<file path="src/rtl/ppi_bus_ctrl.sv">
// ppi_bus_ctrl: CPU-side bus-cycle sequencer for an 8255-style PPI.
// Synchronises the asynchronous CPU strobes, turns completed write cycles
// into one-cycle load strobes, owns the control word, executes port-C
// bit set/reset commands and returns port data on reads.
module ppi_bus_ctrl #(
  parameter logic [7:0] RESET_CW = 8'h9B
) (
  input  logic       clk,
  input  logic       nReset,
  input  logic       nCs,
  input  logic       nRd,
  input  logic       nWr,
  input  logic [1:0] A,
  input  logic [7:0] din,
  input  logic [7:0] pa_in,
  input  logic [7:0] pb_in,
  input  logic [7:0] pc_in,
  output logic [7:0] dout,
  output logic       dout_en,
  output logic [7:0] controlword,
  output logic       pa_we,
  output logic       pb_we,
  output logic       pc_we,
  output logic [7:0] wdata,
  output logic       pc_bit_we,
  output logic [2:0] pc_bit_sel,
  output logic       pc_bit_val,
  output logic       port_clr,
  output logic       bus_err
);

  localparam logic [1:0] ST_IDLE = 2'd0;
  localparam logic [1:0] ST_WR   = 2'd1;
  localparam logic [1:0] ST_RD   = 2'd2;
  localparam logic [1:0] ST_ERR  = 2'd3;

  // Strobe synchronisers: bit 0 = s1, bit 1 = s2, bit 2 = s3 (previous s2).
  logic [2:0] cs_q, rd_q, wr_q;
  // Address/data delayed by the same two stages as the strobes, so the
  // sample seen alongside s2 was taken at the same edge as the strobe level.
  logic [1:0] a_s1_q, a_s2_q;
  logic [7:0] din_s1_q, din_s2_q;

  logic cs_s2, cs_s3, rd_s2, rd_s3, wr_s2, wr_s3;
  logic cs_rise, rd_fall, wr_fall, wr_rise;

  logic [1:0] state_q, state_d;
  logic [1:0] rd_sel_q, rd_sel_d;
  logic [1:0] wr_addr_q, wr_addr_d;
  logic [7:0] wdata_q, wdata_d;
  logic [7:0] cw_q, cw_d;
  logic [7:0] dout_q, dout_d;
  logic       dout_en_q, dout_en_d;
  logic       pa_we_q, pa_we_d;
  logic       pb_we_q, pb_we_d;
  logic       pc_we_q, pc_we_d;
  logic       bit_we_q, bit_we_d;
  logic [2:0] bit_sel_q, bit_sel_d;
  logic       bit_val_q, bit_val_d;
  logic       port_clr_q, port_clr_d;
  logic       bus_err_q, bus_err_d;

  logic [1:0] mux_sel;
  logic [7:0] port_data;

  assign cs_s2 = cs_q[1];
  assign cs_s3 = cs_q[2];
  assign rd_s2 = rd_q[1];
  assign rd_s3 = rd_q[2];
  assign wr_s2 = wr_q[1];
  assign wr_s3 = wr_q[2];

  assign cs_rise = cs_s2 & ~cs_s3;
  assign rd_fall = ~rd_s2 & rd_s3;
  assign wr_fall = ~wr_s2 & wr_s3;
  assign wr_rise = wr_s2 & ~wr_s3;

  // Two-flop synchronisers plus edge-history flop; address/data pipelined alongside.
  always_ff @(posedge clk) begin
    if (!nReset) begin
      cs_q     <= '1;
      rd_q     <= '1;
      wr_q     <= '1;
      a_s1_q   <= '0;
      a_s2_q   <= '0;
      din_s1_q <= '0;
      din_s2_q <= '0;
    end else begin
      cs_q     <= {cs_q[1:0], nCs};
      rd_q     <= {rd_q[1:0], nRd};
      wr_q     <= {wr_q[1:0], nWr};
      a_s1_q   <= A;
      a_s2_q   <= a_s1_q;
      din_s1_q <= din;
      din_s2_q <= din_s1_q;
    end
  end

  // Read-data source: the live address on entry to RD, the latched select afterwards.
  always_comb begin
    mux_sel = (state_q == ST_IDLE) ? a_s2_q : rd_sel_q;
    case (mux_sel)
      2'b00:   port_data = pa_in;
      2'b01:   port_data = pb_in;
      2'b10:   port_data = pc_in;
      default: port_data = '0;
    endcase
  end

  // Bus-cycle FSM and commit decode.
  always_comb begin
    state_d    = state_q;
    rd_sel_d   = rd_sel_q;
    wr_addr_d  = wr_addr_q;
    wdata_d    = wdata_q;
    cw_d       = cw_q;
    dout_d     = dout_q;
    dout_en_d  = 1'b0;
    pa_we_d    = 1'b0;
    pb_we_d    = 1'b0;
    pc_we_d    = 1'b0;
    bit_we_d   = 1'b0;
    bit_sel_d  = bit_sel_q;
    bit_val_d  = bit_val_q;
    port_clr_d = 1'b0;
    bus_err_d  = bus_err_q;

    case (state_q)
      ST_IDLE: begin
        if (!cs_s2) begin
          if (!wr_s2 && rd_s2) begin
            state_d = ST_WR;
          end else if (!rd_s2 && wr_s2) begin
            state_d  = ST_RD;
            rd_sel_d = a_s2_q;
            if (a_s2_q != 2'b11) begin
              dout_en_d = 1'b1;
              dout_d    = port_data;
            end
          end else if (!rd_s2 && !wr_s2) begin
            state_d   = ST_ERR;
            bus_err_d = 1'b1;
          end
        end
      end

      ST_WR: begin
        // Capture only while the synchronised nWr is still low, so the
        // committed address/data come from inside the strobe window.
        if (!wr_s2) begin
          wr_addr_d = a_s2_q;
          wdata_d   = din_s2_q;
        end
        if (rd_fall) begin
          state_d   = ST_ERR;
          bus_err_d = 1'b1;
        end else if (wr_s2) begin
          // nWr rising takes priority over a simultaneous nCs rise.
          state_d = ST_IDLE;
          if (wr_rise) begin
            case (wr_addr_q)
              2'b00: pa_we_d = 1'b1;
              2'b01: pb_we_d = 1'b1;
              2'b10: pc_we_d = 1'b1;
              default: begin
                if (wdata_q[7]) begin
                  cw_d       = wdata_q;
                  port_clr_d = 1'b1;
                end else begin
                  bit_we_d  = 1'b1;
                  bit_sel_d = wdata_q[3:1];
                  bit_val_d = wdata_q[0];
                end
              end
            endcase
          end
        end else if (cs_rise) begin
          state_d = ST_IDLE;
        end
      end

      ST_RD: begin
        if (wr_fall) begin
          state_d   = ST_ERR;
          bus_err_d = 1'b1;
        end else if (rd_s2 || cs_s2) begin
          state_d = ST_IDLE;
        end else if (rd_sel_q != 2'b11) begin
          dout_en_d = 1'b1;
          dout_d    = port_data;
        end
      end

      default: begin
        if (cs_s2 && rd_s2 && wr_s2) begin
          state_d = ST_IDLE;
        end
      end
    endcase
  end

  // State, control word, read data and one-cycle strobe registers.
  always_ff @(posedge clk) begin
    if (!nReset) begin
      state_q    <= ST_IDLE;
      rd_sel_q   <= '0;
      wr_addr_q  <= '0;
      wdata_q    <= '0;
      cw_q       <= RESET_CW;
      dout_q     <= '0;
      dout_en_q  <= 1'b0;
      pa_we_q    <= 1'b0;
      pb_we_q    <= 1'b0;
      pc_we_q    <= 1'b0;
      bit_we_q   <= 1'b0;
      bit_sel_q  <= '0;
      bit_val_q  <= 1'b0;
      port_clr_q <= 1'b0;
      bus_err_q  <= 1'b0;
    end else begin
      state_q    <= state_d;
      rd_sel_q   <= rd_sel_d;
      wr_addr_q  <= wr_addr_d;
      wdata_q    <= wdata_d;
      cw_q       <= cw_d;
      dout_q     <= dout_d;
      dout_en_q  <= dout_en_d;
      pa_we_q    <= pa_we_d;
      pb_we_q    <= pb_we_d;
      pc_we_q    <= pc_we_d;
      bit_we_q   <= bit_we_d;
      bit_sel_q  <= bit_sel_d;
      bit_val_q  <= bit_val_d;
      port_clr_q <= port_clr_d;
      bus_err_q  <= bus_err_d;
    end
  end

  assign dout        = dout_q;
  assign dout_en     = dout_en_q;
  assign controlword = cw_q;
  assign pa_we       = pa_we_q;
  assign pb_we       = pb_we_q;
  assign pc_we       = pc_we_q;
  assign wdata       = wdata_q;
  assign pc_bit_we   = bit_we_q;
  assign pc_bit_sel  = bit_sel_q;
  assign pc_bit_val  = bit_val_q;
  assign port_clr    = port_clr_q;
  assign bus_err     = bus_err_q;

endmodule
</file>
<file path="config.mk">
export PLATFORM = sky130hd
export DESIGN_NAME = ppi_bus_ctrl
export DESIGN_NICKNAME = d
export VERILOG_FILES = /design/src/rtl/ppi_bus_ctrl.sv
export SDC_FILE = /design/constraint.sdc
export NUM_CORES = 1
export LEC_CHECK = 0
export ABC_AREA = 1
export BUFFER_PORTS_ARGS = -buffer_cell sky130_fd_sc_hd__buf_2
export CORE_MARGIN = 3
export CORE_UTILIZATION = 38
export CTS_BUF_LIST = sky130_fd_sc_hd__clkbuf_8
export DETAILED_ROUTE_END_ITERATION = 10
export PLACE_DENSITY = 0.75
export SYNTH_ARGS = -nofsm -noshare
export SYNTH_HDL_FRONTEND = slang
export SYNTH_SLANG_ARGS = --single-unit
</file>
<file path="constraint.sdc">
create_clock -name clk -period 1.4 [get_ports clk]
set_input_delay 0.35 -clock clk [delete_from_list [all_inputs] [get_ports clk]]
set_output_delay 0.35 -clock clk [all_outputs]
set_load 0.1 [all_outputs]
</file>
==> metrics.md <==
| Metric | Value |
|---|---|
| End of the worst register-to-register path | dout[7] |
| Yosys warns | 0 |
| Critical Path Stages | 10 |
| Start point of the critical path | state_q[1] |
| Iter 0 DRT Violations | 149 |
| Clock-pin slew on the worst setup and hold paths | 0.08 ns |
| Flops & latches, synth | 69 |
| Most common cell on crit path | nor2_1 |
| Status | finished, violations left |
| Main flop type after synthesis | dfxtp_1 |
| RePlAce Congestion | 0.789 |
| Data arrival, critical path | 1.83 ns |
| WL final | 7660 um |
| Residual DRC | 0 |
| Mapped Cells | 384 |
| Fill cells | 593 |
| Die area | 8850 sq um |
| First-pass GRT wire length | 12000 um |
| CP Cell Sequence | inv_2, ha_4, buf_6, nor2_1, nor2_1, nand3_1, nor2_4, buf_12, nand2_2, a21oi_2 |
| RSZ-0062 raised after global routing | yes |
| CTS buffer count | 9 |
| Maxcap violations | 0 |
| Top cell type's share of synthesized area | 0.469 |
| Net count, final | 529 |
| CTS sink count | 69 |
| Violated checks | negative setup slack |
| Slowest stage delay, CP | 0.34 ns |
| EDFF count, synth | 0 |
| Die Y | 94.1 um |
| Share of cells above drive strength 1 | 0.418 |
| Clock skew | 0.00404 ns |
| Worst Setup Slack, final | -0.151 ns |
| Critical setup path kind | reg2reg |
| Avg WL per Cell | 13.1 um |
| Post-Syn Area | 2950 sq um |
| Synth async-reset ratio | 0 |
| Slew Limit Fails | 0 |
| DP HPWL | 5210 um |
| Worst Hold Class | in2reg |
| Core ar. | 7370 sq um |
| Die width | 94.1 um |
| Yosys cell types | 30 |
| Hold Violations, Final | 0 |
| Power Density | 1210 nW/um^2 |
| Worst-path cell with the longest stage delay | dfxtp_2 |
| Most numerous cell in the Yosys netlist | nand2_1 |
| Final Non-Filler Cells | 585 |
| Max Freq | 0.645 GHz |
| Synth area leader | dfxtp_1 |
| CP required | 1.68 ns |
| Hold Startpoint | A[0] |
| Via count | 2766 |
| Starting Density | 0.400 |
| Register area share after synthesis | 0.469 |
| Worst setup EP type | register |
| Worst r2r src | state_q[1] |
| Avg Inst Size Synth | 7.68 sq um |
| Initial antenna violation count | 0 |
| Final setup vio count | 11 |
| Port Buffers | 72 |
| Clk buf depth | 2 |
| Root buf cell | clkbuf_8 |
| Worst r2r path cells | 10 |
| TritonCTS clock tree | built |
| Max VDD drop | 686 uV |
| Grt ovf | 0 |
| Largest net degree at the start of global routing | 25 |
| IO Pins | 74 |
| Final period utilization | 1.11 |
| Mapped Nets | 432 |
| Routed vias/inst | 4.73 |
| Worst Path Max Fanout | 8 |
| Placed Cells | 558 |
| Leading cell types by total area after synthesis | dfxtp_1, nand2_1, nand3_1 |
| Cell class contributing the biggest share of worst-path delay | simple AND/OR/NAND/NOR gates |
| Vias in the first global route | 2663 |
| Synth cell count leaders | nand2_1, dfxtp_1, nand3_1, nor2_1, inv_1 |
| DP Worst Slack | -0.278 ns |
| First-pass DRT Iterations | 4 |
| Total GRT Usage | 0.170 |
| Lkg Pwr | 0.00210 uW |
| Worst Hold Depth | 3 |
| Worst Path Buf+Inv | 3 |
| Clk Latency, worst-skew pair | 0.34 ns |
| Crit path capture | dout[7] |
| Antenna Diode Count | 0 |
| R2R Setup Slk | -0.15 ns |
| Minimum clock period | 1.55 ns |
| Core Rows | 31 |
| H-tree Lvls | 3 |
| Worst setup SP type | register |
| Area growth syn-to-layout | 53.5% |
| Detail Route Antenna Nets | 0 |
-- placed cells by master (no fill, tap or decap), drive strengths merged --
cell type  instances
a21oi             18
and2               1
buf               96
bufinv             1
clkbuf             9
clkinv             2
clkinvlp           3
conb               1
dfxtp             69
ha                 9
inv               52
nand2             92
nand3             51
nand4              1
nor2              49
nor3               3
o21ai             23
or2                6
-- cell families (layout without fill, tap and decap cells) --
kind of cell	after synthesis	after routing	synth area share
flops	69	69	0.469
buf+inv	63	163	0.0955
fa+ha+maj	9	9	0.0382
other cells	1	1	0.00127
compound gates	41	41	0.0798
simple gates	201	203	0.317
-- what timing repair did --
item | in CTS | in global routing
cloned | 2 | 0
setup endpoints to repair | 30 | 34
resized for setup | 32 | 63
hold buffers | 0 | 0
pin swaps | 12 | 26
buffers inserted | 4 | 5
-- flip-flops by register name, indices dropped and copies added (netlist names), 2 cells and up --
register     flops
a_s1_q           2
a_s2_q           2
controlword      7
cs_q             3
din_s1_q         8
din_s2_q         8
dout             8
pc_bit_sel       3
rd_q             3
rd_sel_q         2
state_q          2
wdata            8
wr_addr_q        2
wr_q             3
-- routing by layer --
| layer | share of wire | GRT usage | up-vias |
|---|---|---|---|
| li1 | - | - | 1399 |
| met1 | 0.40 | 0.208 | 1283 |
| met2 | 0.54 | 0.292 | 67 |
| met3 | 0.038 | 0.0345 | 17 |
| met4 | 0.020 | 0.0674 | 0 |
| met5 | 0 | 0 | - |
-- where the power goes --
| part | total [uW] | internal, uW | switching (uW) |
|---|---|---|---|
| combinational | 1740 | 696 | 1040 |
| sequential | 2110 | 2040 | 70.9 |
| clock | 1620 | 828 | 789 |
| total | 5470 | 3570 | 1900 |
-- layout make-up --
class / count / area [sq um] / area share
Multi-Input combinational cell: 254 / 1520 / 0.337
Sequential cell: 69 / 1390 / 0.307
Timing Repair Buffer: 96 / 1080 / 0.238
Inverter: 51 / 214 / 0.0473
Clock buffer: 9 / 124 / 0.0274
Tap cell: 99 / 124 / 0.0274
Clock inverter: 7 / 73.8 / 0.0163
-- how the worst min path moves through the flow --
stage	end	slack, ns
after floorplan	a_s2_q[0]	0.39
after global placement	din_s2_q[5]	0.40
after detailed placement	din_s2_q[7]	0.39
after CTS	din_s1_q[1]	0.17
after global routing	din_s1_q[5]	0.18
final	a_s1_q[0]	0.18
-- metrics by stage --
step | hold slack [ns] | setup TNS [ns] | power [uW] | area [sq um] | utilization
3_3_place_gp | 0.395 | -1.91 | 3350 | 3970 | 0.538
5_1_grt | 0.181 | -2.47 | 5720 | 4530 | 0.614
3_5_place_dp | 0.395 | -3.62 | 3390 | 3970 | 0.538
4_1_cts | 0.169 | -0.890 | 5210 | 4300 | 0.584
2_1_floorplan | 0.390 | 0 | 3010 | 2950 | -
6_report | 0.185 | -1.28 | 5470 | 4530 | 0.614
-- worst min-delay path, stage by stage --
cell	delay, ns
buf_2	0.07
nand2_1	0.04
inv_1	0.04
No activity file was read; power rests on OpenSTA's default activity.
